==> src/rtl/vending_pkg.sv <==
// Shared constants, state encoding and coin arithmetic for the vending controller.
package vending_pkg;

    localparam int PRICE       = 35;
    localparam int NICKEL_VAL  = 5;
    localparam int DIME_VAL    = 10;
    localparam int QUARTER_VAL = 25;
    localparam int VW          = 7;

    typedef logic [VW-1:0] credit_t;

    typedef enum logic {
        COLLECT  = 1'b0,
        DISPENSE = 1'b1
    } state_t;

    // Credit contributed by the coins whose rising edges were seen this cycle.
    function automatic credit_t coin_sum(input logic n_edge, input logic d_edge, input logic q_edge);
        credit_t sum;
        sum = '0;
        if (n_edge) sum = sum + credit_t'(NICKEL_VAL);
        if (d_edge) sum = sum + credit_t'(DIME_VAL);
        if (q_edge) sum = sum + credit_t'(QUARTER_VAL);
        return sum;
    endfunction

endpackage

==> src/rtl/coin_edge_detect.sv <==
// Registers the three coin strobes and flags the cycle in which each one rises,
// so a coin held high is counted only once.
module coin_edge_detect (
    input  logic clk,
    input  logic rst_n,
    input  logic nickel,
    input  logic dime,
    input  logic quarter,
    output logic n_edge,
    output logic d_edge,
    output logic q_edge
);

    logic [2:0] coin_prev;

    always_ff @(posedge clk) begin
        if (!rst_n) begin
            coin_prev <= '0;
        end else begin
            coin_prev <= {quarter, dime, nickel};
        end
    end

    assign n_edge = nickel  & ~coin_prev[0];
    assign d_edge = dime    & ~coin_prev[1];
    assign q_edge = quarter & ~coin_prev[2];

endmodule

==> src/rtl/vending_machine_controller.sv <==
// Single-product (35c) vending controller: accumulates coin credit, pulses dispense
// for one cycle once credit reaches the price and reports the change owed.
module vending_machine_controller
    import vending_pkg::*;
(
    input  logic          clk,
    input  logic          rst_n,
    input  logic          nickel,
    input  logic          dime,
    input  logic          quarter,
    output logic          dispense,
    output logic [VW-1:0] change_out,
    output logic [VW-1:0] current_value
);

    state_t  state_q, state_d;
    credit_t value_q, value_d;
    credit_t add;
    logic    n_edge, d_edge, q_edge;

    coin_edge_detect u_edge (
        .clk     (clk),
        .rst_n   (rst_n),
        .nickel  (nickel),
        .dime    (dime),
        .quarter (quarter),
        .n_edge  (n_edge),
        .d_edge  (d_edge),
        .q_edge  (q_edge)
    );

    assign add = coin_sum(n_edge, d_edge, q_edge);

    always_ff @(posedge clk) begin
        if (!rst_n) begin
            state_q <= COLLECT;
            value_q <= '0;
        end else begin
            state_q <= state_d;
            value_q <= value_d;
        end
    end

    // Coins arriving during the dispense cycle open the next transaction.
    always_comb begin
        state_d    = state_q;
        value_d    = value_q;
        dispense   = 1'b0;
        change_out = '0;
        case (state_q)
            COLLECT: begin
                value_d = value_q + add;
            end
            DISPENSE: begin
                value_d    = add;
                dispense   = 1'b1;
                change_out = value_q - credit_t'(PRICE);
            end
            default: begin
                value_d = '0;
            end
        endcase
        state_d = (value_d >= credit_t'(PRICE)) ? DISPENSE : COLLECT;
    end

    assign current_value = value_q;

endmodule

==> config.mk <==
export PLATFORM = sky130hd
export DESIGN_NAME = vending_machine_controller
export DESIGN_NICKNAME = d
export VERILOG_FILES = /design/src/rtl/vending_pkg.sv /design/src/rtl/coin_edge_detect.sv /design/src/rtl/vending_machine_controller.sv
export SDC_FILE = /design/constraint.sdc
export NUM_CORES = 1
export LEC_CHECK = 0
export CAP_MARGIN = 25
export CORE_ASPECT_RATIO = 0.75
export CORE_MARGIN = 5
export CORE_UTILIZATION = 45
export CTS_BUF_LIST = sky130_fd_sc_hd__clkbuf_8
export DETAILED_ROUTE_END_ITERATION = 6
export PLACE_DENSITY = 0.81
export SYNTH_ARGS = -nofsm -noshare
export SYNTH_HDL_FRONTEND = slang
export SYNTH_HIERARCHICAL = 1
export SYNTH_SLANG_ARGS = --single-unit
export TNS_END_PERCENT = 50
==> constraint.sdc <==
create_clock -name clk -period 4.6 [get_ports clk]
set_input_delay 0.69 -clock clk [delete_from_list [all_inputs] [get_ports clk]]
set_output_delay 0.69 -clock clk [all_outputs]
set_load 0.01 [all_outputs]
==> results by group <==
Outcome
  – Run status: completed

STA
  – Final count of pins violating max slew: 0
  – Clk_skew: 0.00186 ns
  – Final period util: 0.690
  – Final setup viols: 0
  – Final Hold Viols: 0
  – RSZ-0062 raised after global routing: false
  – Slew Limit Headroom: 0.519
  – TNS Setup: 0 ns
  – Fmax: 0.315 GHz
  – Crit path time final: 3.17 ns
  – Worst-Margin Slew: 0.720 ns

Logic synthesis
  – Post-synth cell types: 37
  – Synthesized area: 917 um^2
  – Number of synthesized flops with an enable pin: 0
  – Post-synth top area cell: dfxtp_1
  – Syn Area/Cell: 8.82 um^2
  – Syn Inst Count: 104
  – Ys Warns: 6
  – Top cell type's share of synthesized area: 0.240
  – Synth Flop Type: dfxtp_1
  – Synthesized flop and latch total: 11
  – Sequential area share after synthesis: 0.240
  – Synthesized Nets: 120
  – FFs w/ async S/R, synth: 0
  – Top post-synthesis cells by area: dfxtp_1 (24%), ha_1 (14%), and2_1 (6.1%), nor2b_4 (4.5%), a21oi_1 (4.4%)

CTS
  – CTS max path bufs: 2
  – Root buffer cell: clkbuf_8
  – Htree depth: 1
  – # hold bufs at CTS: 0
  – Worst skew pair latency: 0.23 ns
  – CTS tree: built
  – Num CTS Buffers: 3
  – Clk sinks: 11
  – Setup repair bufs after CTS: 0
  – Cts repair resizes: 0
  – Clock transition at path regs: 0.05 ns

Critical path
  – Crit-path most repeated cell: ha_1
  – CP Capture Type: flip-flop
  – Startpoint types: primary input
  – CP max-delay cell: clkdlybuf4s50_1
  – CP required: 4.72 ns
  – Crit-path cells: clkdlybuf4s50_1 > nor2b_4 > inv_1 > ha_1 > o21bai_1 > ha_1 > a21oi_1 > mux2i_1 > nand3_1 > nand4bb_1 > o2bb2ai_1
  – CP max stage delay: 0.48 ns
  – Crit path max fanout: 5
  – Crit-path leading delay family: compound AO/OA/AOI/OAI gates
  – Crit path DAT: 3.29 ns
  – Worst path bufs/invs: 2
  – Crit path kind: in -> reg

GRT
  – Remaining global-route overflow: 0
  – All-Layer GR Usage: 0.130
  – Vias in the first global route: 738
  – First-pass GRT wire length: 3280 um
  – Initial antenna violation count: 0
  – Largest net degree at the start of global routing: 26

Cells and area
  – Area grow syn2layout: 28.0%
  – Layout cells sized above 1: 0.0800
  – Diodes inserted: 0
  – Filler instances: 179
  – Fin cells: 149
  – Layout Nets: 142

Floorplanning
  – IO Pins: 20
  – # rows: 14
  – Core Area: 1980 um^2
  – Die X-Extent: 62.1 um
  – Initial Util: 0.463
  – Die Span Y: 49.1 um
  – Die ar.: 3050 um^2

Power
  – Int Pwr: 394 uW
  – P per Cell Area: 558 nW/um^2
  – Clock Power Share: 0.142
  – Comb power frac: 0.584
  – Flop pwr share: 0.274
  – Pwr Total: 654 uW
  – Sw power: 260 uW
  – Peak VDD IR: 367 uV
  – Lkg Pwr: 0.000504 uW
  – Sw Share: 0.397

Route
  – Wire per inst: 13.8 um
  – DRC viols: 0
  – DRT iter0 DRCs: 17
  – Vias: 814
  – Drt pass-1 iters: 4
  – Detailed Route WL: 2050 um
  – Vias per inst: 5.46
  – Antenna-violating nets left: 0

Flow run
  – Max Cap Viol: 0

Place
  – DP HPWL: 1620 um
  – Placed Instances: 145
  – Gpl congestion: 0.885
  – Buffers on Ports: 19

Min path
  – Worst hold path class: reg -> reg
logic make-up (layout without fill, tap and decap cells):
group,Yosys count,count (layout),share of synthesized area
xor+xnor,7,7,0.0668
mux,2,2,0.0218
fa+ha+maj,11,11,0.158
buf+inv,5,26,0.0218
compound gates,26,26,0.188
simple gates,42,42,0.303
flops,11,11,0.240
power groups by stage:
stage | sequential, uW | combinational (uW) | clock [uW]
final | 179 | 382 | 92.9
after global routing | 188 | 417 | 102
after CTS | 180 | 384 | 95.9
after detailed placement | 181 | 383 | 0
after global placement | 179 | 369 | 0
after floorplan | 170 | 248 | 0
worst min-delay path: stages, from the launching register on:
cell	delay, ns
dfxtp_1	0.37
xor2_1	0.10
nor2_1	0.11
worst paths after layout:
check | startpoint | end | slack, ns | depth (start not counted)
max | nickel | state_q | 1.43 | 11
max reg2reg | u_edge/coin_prev[0] | state_q | 2.08 | 10
min | current_value[6] | current_value[6] | 0.63 | 2
min reg2reg | current_value[6] | current_value[6] | 0.63 | 2
layout make-up:
type,count,area [um^2],share of cell area
Clock inverter,1,3.75,0.00320
Multi-Input combinational cell,88,677,0.577
Clock buffer,3,41.3,0.0352
Inverter,3,11.3,0.00959
Tap cell,24,30.0,0.0256
Sequential cell,11,220,0.188
Timing Repair Buffer,19,190,0.162
through the flow:
step | area (um^2) | utilization | hold slack [ns] | setup slack, ns
6_report | 1170 | 0.593 | 0.626 | 1.43
5_1_grt | 1170 | 0.593 | 0.657 | 1.27
4_1_cts | 1170 | 0.593 | 0.620 | 1.42
3_5_place_dp | 1130 | 0.570 | 0.609 | 1.19
3_3_place_gp | 1130 | 0.570 | 0.598 | 1.24
2_1_floorplan | 917 | - | 0.602 | 1.95
synthesized netlist by cell type (all sizes together) (2+ instances only):
master / n
inv: 3
xor2: 4
mux2i: 2
and2: 9
xnor2: 3
nor2: 6
a21oi: 8
o31ai: 2
and3: 2
o21ai: 4
ha: 10
nor2b: 8
nor3b: 3
nand3: 3
nand2b: 2
a21boi: 2
dfxtp: 11
a211oi: 2
o21bai: 2
nand2: 4
placed cells by master (no fill, tap or decap):
cell type / Yosys / layout
a211oi_1: 1 / 1
a211oi_2: 1 / 1
a21boi_0: 2 / 2
a21o_1: 1 / 1
a21oi_1: 8 / 8
a31oi_1: 1 / 1
and2_1: 9 / 9
and3_1: 1 / 1
and3_4: 1 / 1
clkbuf_8: 0 / 3
clkdlybuf4s50_1: 0 / 19
dfxtp_1: 11 / 11
fa_1: 1 / 1
ha_1: 10 / 10
inv_1: 3 / 4
mux2i_1: 2 / 2
nand2_1: 4 / 4
nand2b_1: 2 / 2
nand3_1: 3 / 3
nand4_1: 1 / 1
nand4bb_1: 1 / 1
nor2_1: 6 / 6
nor2b_1: 5 / 5
nor2b_4: 3 / 3
nor3b_1: 3 / 3
nor4b_1: 1 / 1
o211a_1: 1 / 1
o211ai_1: 1 / 1
o21a_1: 1 / 1
o21ai_0: 4 / 4
o21bai_1: 2 / 2
o2bb2ai_1: 1 / 1
o31ai_1: 2 / 2
or2_2: 1 / 1
or4_4: 1 / 1
xnor2_1: 3 / 3
xor2_1: 4 / 4
metal layers:
metal | track usage | share of wire | vias up
met5 | 0 | 0 | -
met4 | 0 | 0 | 0
met3 | 0.0438 | 0.047 | 0
met2 | 0.238 | 0.50 | 22
met1 | 0.157 | 0.45 | 382
li1 | - | - | 410
registers in the layout, indices dropped and copies added, names as in the netlist:
signal            cells
current_value         7
state_q               1
u_edge/coin_prev      3
Note: power is estimated with default switching activity, not from simulation.
